`src/rtl/fetch_control_if.sv`:
```
// ============================================================================
// Module      : fetch_control_if
// Description : Bus bundle between the instruction fetch controller and its
//               memory / decoder neighbours.
// Revision    : 1.0  initial release
// ============================================================================
`default_nettype none

interface fetch_control_if;
    logic       RUN;
    logic       MEM_RDY;
    logic       DEC_ACK;
    logic       PC_LD;
    logic [7:0] PC_IN;
    logic [7:0] ADDR;
    logic       MEM_RD;
    logic [3:0] LATCH;
    logic       INST_VALID;
    logic [7:0] PC_OUT;

    modport master (
        input  RUN, MEM_RDY, DEC_ACK, PC_LD, PC_IN,
        output ADDR, MEM_RD, LATCH, INST_VALID, PC_OUT
    );

    modport slave (
        output RUN, MEM_RDY, DEC_ACK, PC_LD, PC_IN,
        input  ADDR, MEM_RD, LATCH, INST_VALID, PC_OUT
    );
endinterface

`default_nettype wire

```
`src/rtl/fetch_control.sv`:
```
// ============================================================================
// Module      : fetch_control
// Description : Fetches a 4-byte instruction one byte at a time and strobes
//               each byte into the fetch datapath.
// Revision    : 1.0  initial release
// ============================================================================
`default_nettype none

module fetch_control #(
    parameter logic [7:0] RESET_PC = 8'h00
) (
    input  wire              CLK,
    input  wire              CLR_B,
    fetch_control_if.master  bus
);

    localparam logic [1:0] c_IDLE  = 2'd0;
    localparam logic [1:0] c_RD    = 2'd1;
    localparam logic [1:0] c_LAT   = 2'd2;
    localparam logic [1:0] c_VALID = 2'd3;

    logic [1:0] r_state;
    logic [1:0] w_state_nxt;
    logic [1:0] r_cnt;
    logic [1:0] w_cnt_nxt;
    logic [7:0] r_pc;
    logic [7:0] w_pc_nxt;
    logic       r_mem_rd;
    logic [3:0] r_latch;
    logic       r_inst_valid;

    always_comb begin
        w_state_nxt = r_state;
        w_cnt_nxt   = r_cnt;
        w_pc_nxt    = r_pc;
        case (r_state)
            c_IDLE: begin
                if (bus.PC_LD) begin
                    w_pc_nxt = bus.PC_IN;
                end
                if (bus.RUN) begin
                    w_state_nxt = c_RD;
                    w_cnt_nxt   = 2'd0;
                end
            end
            c_RD: begin
                if (bus.MEM_RDY) begin
                    w_state_nxt = c_LAT;
                end
            end
            c_LAT: begin
                // PC wraps modulo 256 with no stall
                w_pc_nxt    = r_pc + 8'd1;
                w_cnt_nxt   = r_cnt + 2'd1;
                w_state_nxt = (r_cnt == 2'd3) ? c_VALID : c_RD;
            end
            c_VALID: begin
                if (bus.DEC_ACK) begin
                    if (bus.PC_LD) begin
                        w_pc_nxt = bus.PC_IN;
                    end
                    w_cnt_nxt   = 2'd0;
                    w_state_nxt = bus.RUN ? c_RD : c_IDLE;
                end
            end
            default: begin
                w_state_nxt = c_IDLE;
                w_cnt_nxt   = 2'd0;
            end
        endcase
    end

    // Strobes are precomputed from the next state so every output is a flop
    always_ff @(posedge CLK or negedge CLR_B) begin
        if (!CLR_B) begin
            r_state      <= c_IDLE;
            r_cnt        <= 2'd0;
            r_pc         <= RESET_PC;
            r_mem_rd     <= 1'b0;
            r_latch      <= 4'b0000;
            r_inst_valid <= 1'b0;
        end else begin
            r_state      <= w_state_nxt;
            r_cnt        <= w_cnt_nxt;
            r_pc         <= w_pc_nxt;
            r_mem_rd     <= (w_state_nxt == c_RD) || (w_state_nxt == c_LAT);
            r_latch      <= (w_state_nxt == c_LAT) ? (4'b0001 << w_cnt_nxt) : 4'b0000;
            r_inst_valid <= (w_state_nxt == c_VALID);
        end
    end

    assign bus.ADDR       = r_pc;
    assign bus.PC_OUT     = r_pc;
    assign bus.MEM_RD     = r_mem_rd;
    assign bus.LATCH      = r_latch;
    assign bus.INST_VALID = r_inst_valid;

endmodule

`default_nettype wire

```
`src/flat_wrapper.sv`:
```
// flat-port wrapper written by rule: the top's interface ports become plain ports
module fetch_control_flat 
#(
    parameter logic [7:0] RESET_PC = 8'h00
)
  (CLK, CLR_B, bus_RUN, bus_MEM_RDY, bus_DEC_ACK, bus_PC_LD, bus_PC_IN, bus_ADDR, bus_MEM_RD, bus_LATCH, bus_INST_VALID, bus_PC_OUT);
  fetch_control_if bus_i ();
  input  wire CLK;
  input  wire CLR_B;
  input wire logic [$bits(bus_i.RUN)-1:0] bus_RUN;
  input wire logic [$bits(bus_i.MEM_RDY)-1:0] bus_MEM_RDY;
  input wire logic [$bits(bus_i.DEC_ACK)-1:0] bus_DEC_ACK;
  input wire logic [$bits(bus_i.PC_LD)-1:0] bus_PC_LD;
  input wire logic [$bits(bus_i.PC_IN)-1:0] bus_PC_IN;
  output wire logic [$bits(bus_i.ADDR)-1:0] bus_ADDR;
  output wire logic [$bits(bus_i.MEM_RD)-1:0] bus_MEM_RD;
  output wire logic [$bits(bus_i.LATCH)-1:0] bus_LATCH;
  output wire logic [$bits(bus_i.INST_VALID)-1:0] bus_INST_VALID;
  output wire logic [$bits(bus_i.PC_OUT)-1:0] bus_PC_OUT;
  assign bus_i.RUN = bus_RUN;
  assign bus_i.MEM_RDY = bus_MEM_RDY;
  assign bus_i.DEC_ACK = bus_DEC_ACK;
  assign bus_i.PC_LD = bus_PC_LD;
  assign bus_i.PC_IN = bus_PC_IN;
  assign bus_ADDR = bus_i.ADDR;
  assign bus_MEM_RD = bus_i.MEM_RD;
  assign bus_LATCH = bus_i.LATCH;
  assign bus_INST_VALID = bus_i.INST_VALID;
  assign bus_PC_OUT = bus_i.PC_OUT;
  fetch_control #(.RESET_PC(RESET_PC)) u_core (.CLK(CLK), .CLR_B(CLR_B), .bus(bus_i));
endmodule
```
`config.mk`:
```
export PLATFORM = sky130hd
export DESIGN_NAME = fetch_control_flat
export DESIGN_NICKNAME = d
export VERILOG_FILES = /design/src/rtl/fetch_control_if.sv /design/src/rtl/fetch_control.sv /design/src/flat_wrapper.sv
export SDC_FILE = /design/constraint.sdc
export NUM_CORES = 1
export LEC_CHECK = 0
export ABC_AREA = 1
export CORE_ASPECT_RATIO = 1.75
export CORE_MARGIN = 2
export CORE_UTILIZATION = 25
export CTS_BUF_LIST = sky130_fd_sc_hd__clkbuf_4 sky130_fd_sc_hd__clkbuf_8 sky130_fd_sc_hd__clkbuf_16
export DETAILED_ROUTE_END_ITERATION = 10
export SLEW_MARGIN = 20
export SYNTH_ARGS = -nofsm -noshare
export SYNTH_HDL_FRONTEND = slang
export SYNTH_SLANG_ARGS = --single-unit
```
`constraint.sdc`:
```
create_clock -name CLK -period 2.06 [get_ports CLK]
set_input_delay 0.618 -clock CLK [delete_from_list [all_inputs] [get_ports CLK]]
set_output_delay 0.618 -clock CLK [all_outputs]
set_load 0.02 [all_outputs]
```
==> results.md, run 1 <==
- Walking the worst path, the cells encountered are clkdlybuf4s50_1.
- Of all flip-flops after synthesis, the portion carrying an async set or reset was 100%.
- The overall die width is 53.5 um.
- After the flow finishes, the layout carries non-filler instances totaling 218.
- The mean instance size in the synthesized netlist is 7.71 um2.
- The first-pass GRT wire length is 4220 um.
- The biggest area consumer among synthesized cells is dfrtp_1.
- The post-layout net count is 188.
- Setup repair after global routing could not meet its margin everywhere.
- Synthesis produced a netlist with a net count of ~160.
- The via count of the first global-routing pass came to between 900 and 1000.
- Cells with a size suffix above 1 make up 8.88% of the layout.
- The count of clock tree sinks is 18.
- The flip-flop cell with the highest count after synthesis is dfrtp_1.
- IR analysis of the VDD net gives a maximum drop of 526 uV.
- STA classifies the critical path startpoint as a flop.
- The die covers 0.00485 mm2.
- Input and output buffers added on the ports amount to 35.
- The layout has 455 filler cells.
- The number of placement rows is 31.
- The most instantiated library cell after synthesis is nand2_1.
- The largest individual stage delay along the critical path comes from the cell clkdlybuf4s50_1.
- The final design area excluding fillers is 0.00146 mm2.
- The number of library cell types mapped by synthesis is 20.
- The share of the yosys chip area belonging to registers is 42.0%.
- The core region is 0.00411 mm2.
- On the worst path, the slowest cell contributes a delay of 0.65 ns.
- After technology mapping, the gate count stands at 139.
- Hold repair after CTS inserted 0 buffers.
- The number of register bits inferred by synthesis is 18.
- The repair_antennas step left the layout with diodes totalling 0.
- The floorplan step set the die height to between 90 and 100 um.
- The buffer and inverter count on the worst path is 1.
- Setup slack closes at 0.0679 ns.
- Cells fill 35.6% of the core in the end.
- Counting I/O delays and the setup requirement, the final critical path takes 1.99 ns.
- The clock reaches the later pin of the worst-skew pair after between 0.2 and 0.3 ns.
- The min-delay analysis places its worst path in the category flop to flop.
- The H-tree level count is 1.
- The DRC violation count after routing is 0.
- The final clock period utilization by the worst path is between 90% and 100%.
- The number of hold violations in the final report is 0.
- During synthesis, Yosys emitted a total of 0 warnings.
- The routed layout has between 900 and 1000 vias.
- TritonCTS built the clock tree.
- The smallest hold slack is 0.588 ns.
- The tree is rooted in a clkbuf_8.
- The maximum number of pins on one net before global-route repair is 19.
- The power per standard cell area is 1500 mW/mm2.
- The number of enable flip-flop cells after synthesis is 0.
- The total overflow left after global routing is 0.
- The routed wire length per instance is between 10 and 15 um.
- Global routing consumed, over all layers together, 11.7% of the routing resources.
- The slew at the pin with the worst max-slew slack is 0.246 ns.
- By area the synthesized netlist is led by dfrtp_1, nand2_1, nor2_1.
- The HPWL after detailed placement is 1940 um.
- Overall power consumption after layout is estimated at 2.19 mW.
- The longest clock path from root to sink contains 2 buffers.
- The iteration count of the initial detailed-routing pass is 4.
- At the placement stage, the worst setup path has a slack of 0.100 ns.
- STA classifies the critical path endpoint as an output pin.
- Sorting the synthesized cells by how often they occur yields nand2_1, nor2_1, dfrtp_1, nand3_1, inv_1.
- The tool flagged a number of max-cap violations equal to 0.
- The number of I/O pins is 36.
- The cell area that synthesis handed to floorplanning was 0.00107 mm2.
- The run finished with clean final reports.
- The upper clock frequency limit is 502 MHz.
- The first routing iteration left 13 violations.
- The arrival time of the worst setup path is around 1.4 ns.
- Wires add up to 2500 um.
- Summed over all cells, the static leakage comes to between 0.7 and 0.8 nW.
- In this run the worst path has a maximum fanout of 8.
- Among cell families on the critical path, the largest total delay comes from buffers and inverters.
- Clock-pin slew was measured on the worst setup and hold paths at 0.07 ns.
- The area share of the largest cell type after synthesis is ~42%.
- The area after detailed placement is approximately 0.0014 mm2.
- The type of the worst setup path is flop to output pin.
- The setup skew after layout is roughly 0.005 ns.
- Routability-driven placement finished with a final weighted congestion of 0.747.
- For the worst setup path, the data required time is 1.44 ns.
- The number of buffers created by CTS is 3.
- After detailed routing, the number of vias per cell comes to about 4.4.
- The initial antenna violation count is 0.
- Setup violations remaining at the end of the flow were counted as 0.
- Relative to the synthesized area, the layout overhead comes to 36.5%.
- The worst pin sits at a relative slew slack of a little over four fifths.
- In this run, post-CTS repair resized a total of 0 instances.
- In this run the remaining antenna-violating nets after routing total 0.
- Once the floorplan was initialized, standard cells occupied between 20% and 30% of the core.
- The post-route setup TNS is 0 ns.
- The number of buffers added for setup after CTS is 0.
- The number of pins exceeding their max-slew limit in the final report is 0.
- In this run, placement finished with an instance count of 214.
-- area by class of cell --
type                            count  area [um2]  share of cell area, %
Clock buffer                        4        55.1                   3.76
Inverter                           15        58.8                   4.02
Multi-Input combinational cell     96         480                   32.8
Sequential cell                    18         450                   30.8
Tap cell                           49        61.3                   4.19
Timing Repair Buffer               36         358                   24.4
-- per-layer routing --
metal / share of wire, % / track usage (%)
met1: 37 / 11.3
met2: 58 / 22.4
met3: 3.8 / 1.99
met4: 1.1 / 4.49
met5: 0 / 0
-- cells by family (layout without fill, tap and decap cells) --
logic type,count (synthesis),after routing,synth area share [%]
compound gates,7,7,4.08
xor+xnor,2,2,1.63
fa+ha+maj,4,4,4.67
buf+inv,25,55,13.2
flops,18,18,42.0
simple gates,83,83,34.4
-- worst paths after layout --
kind / from / end / slack [ns] / cells after the start
max: u_core.bus.ADDR[2] / bus_ADDR[2] / 0.07 / 1
min: u_core.bus.ADDR[5] / u_core.bus.ADDR[5] / 0.59 / 2
max reg2reg: u_core.r_state[0] / u_core.bus.LATCH[2] / 0.58 / 8
min reg2reg: u_core.bus.ADDR[5] / u_core.bus.ADDR[5] / 0.59 / 2
max in group asynchronous: CLR_B / u_core.bus.MEM_RD / 1.16 / 2
min in group asynchronous: CLR_B / u_core.r_cnt[1] / 0.70 / 2
-- report_power, final --
group          switching (mW)  leakage [nW]  internal [mW]
clock                   0.115        0.0288          0.170
combinational           0.693         0.451          0.534
sequential              0.184         0.228          0.497
-- worst reg2reg max path, delay by kind of cell (launching register included) --
family                   cells  cell delay [ns]
AND/OR/NAND/NOR              5             0.49
buffers and inverters        2             0.26
flip-flops                   1             0.45
adder cells (fa/ha/maj)      1             0.20
-- sequential cells by signal, indices dropped and copies added (netlist names) --
signal,flops
u_core.bus.INST_VALID,1
u_core.r_state,2
u_core.bus.ADDR,8
u_core.r_cnt,2
u_core.bus.LATCH,4
u_core.bus.MEM_RD,1
-- layout by cell type (no fill, tap or decap) --
cell	n
nand2_1	40
clkdlybuf4s50_1	35
nor2_1	21
dfrtp_1	18
nand3_1	14
inv_1	12
ha_1	4
clkbuf_8	4
nand2_2	3
inv_2	2
nand4_1	2
a21boi_1	2
o21ai_0	2
xor2_1	2
o21ai_1	2
nand3_2	1
nand2_4	1
inv_4	1
nand3_4	1
a21oi_2	1
buf_4	1
Power figures use the tool's default switching activity.
==> run 2, diff against run 1 <==
- CTS_CLUSTER_SIZE: unset -> 12
==> results of run 2 <==
Final layout, timing and power as in run 1 (identical DEF).
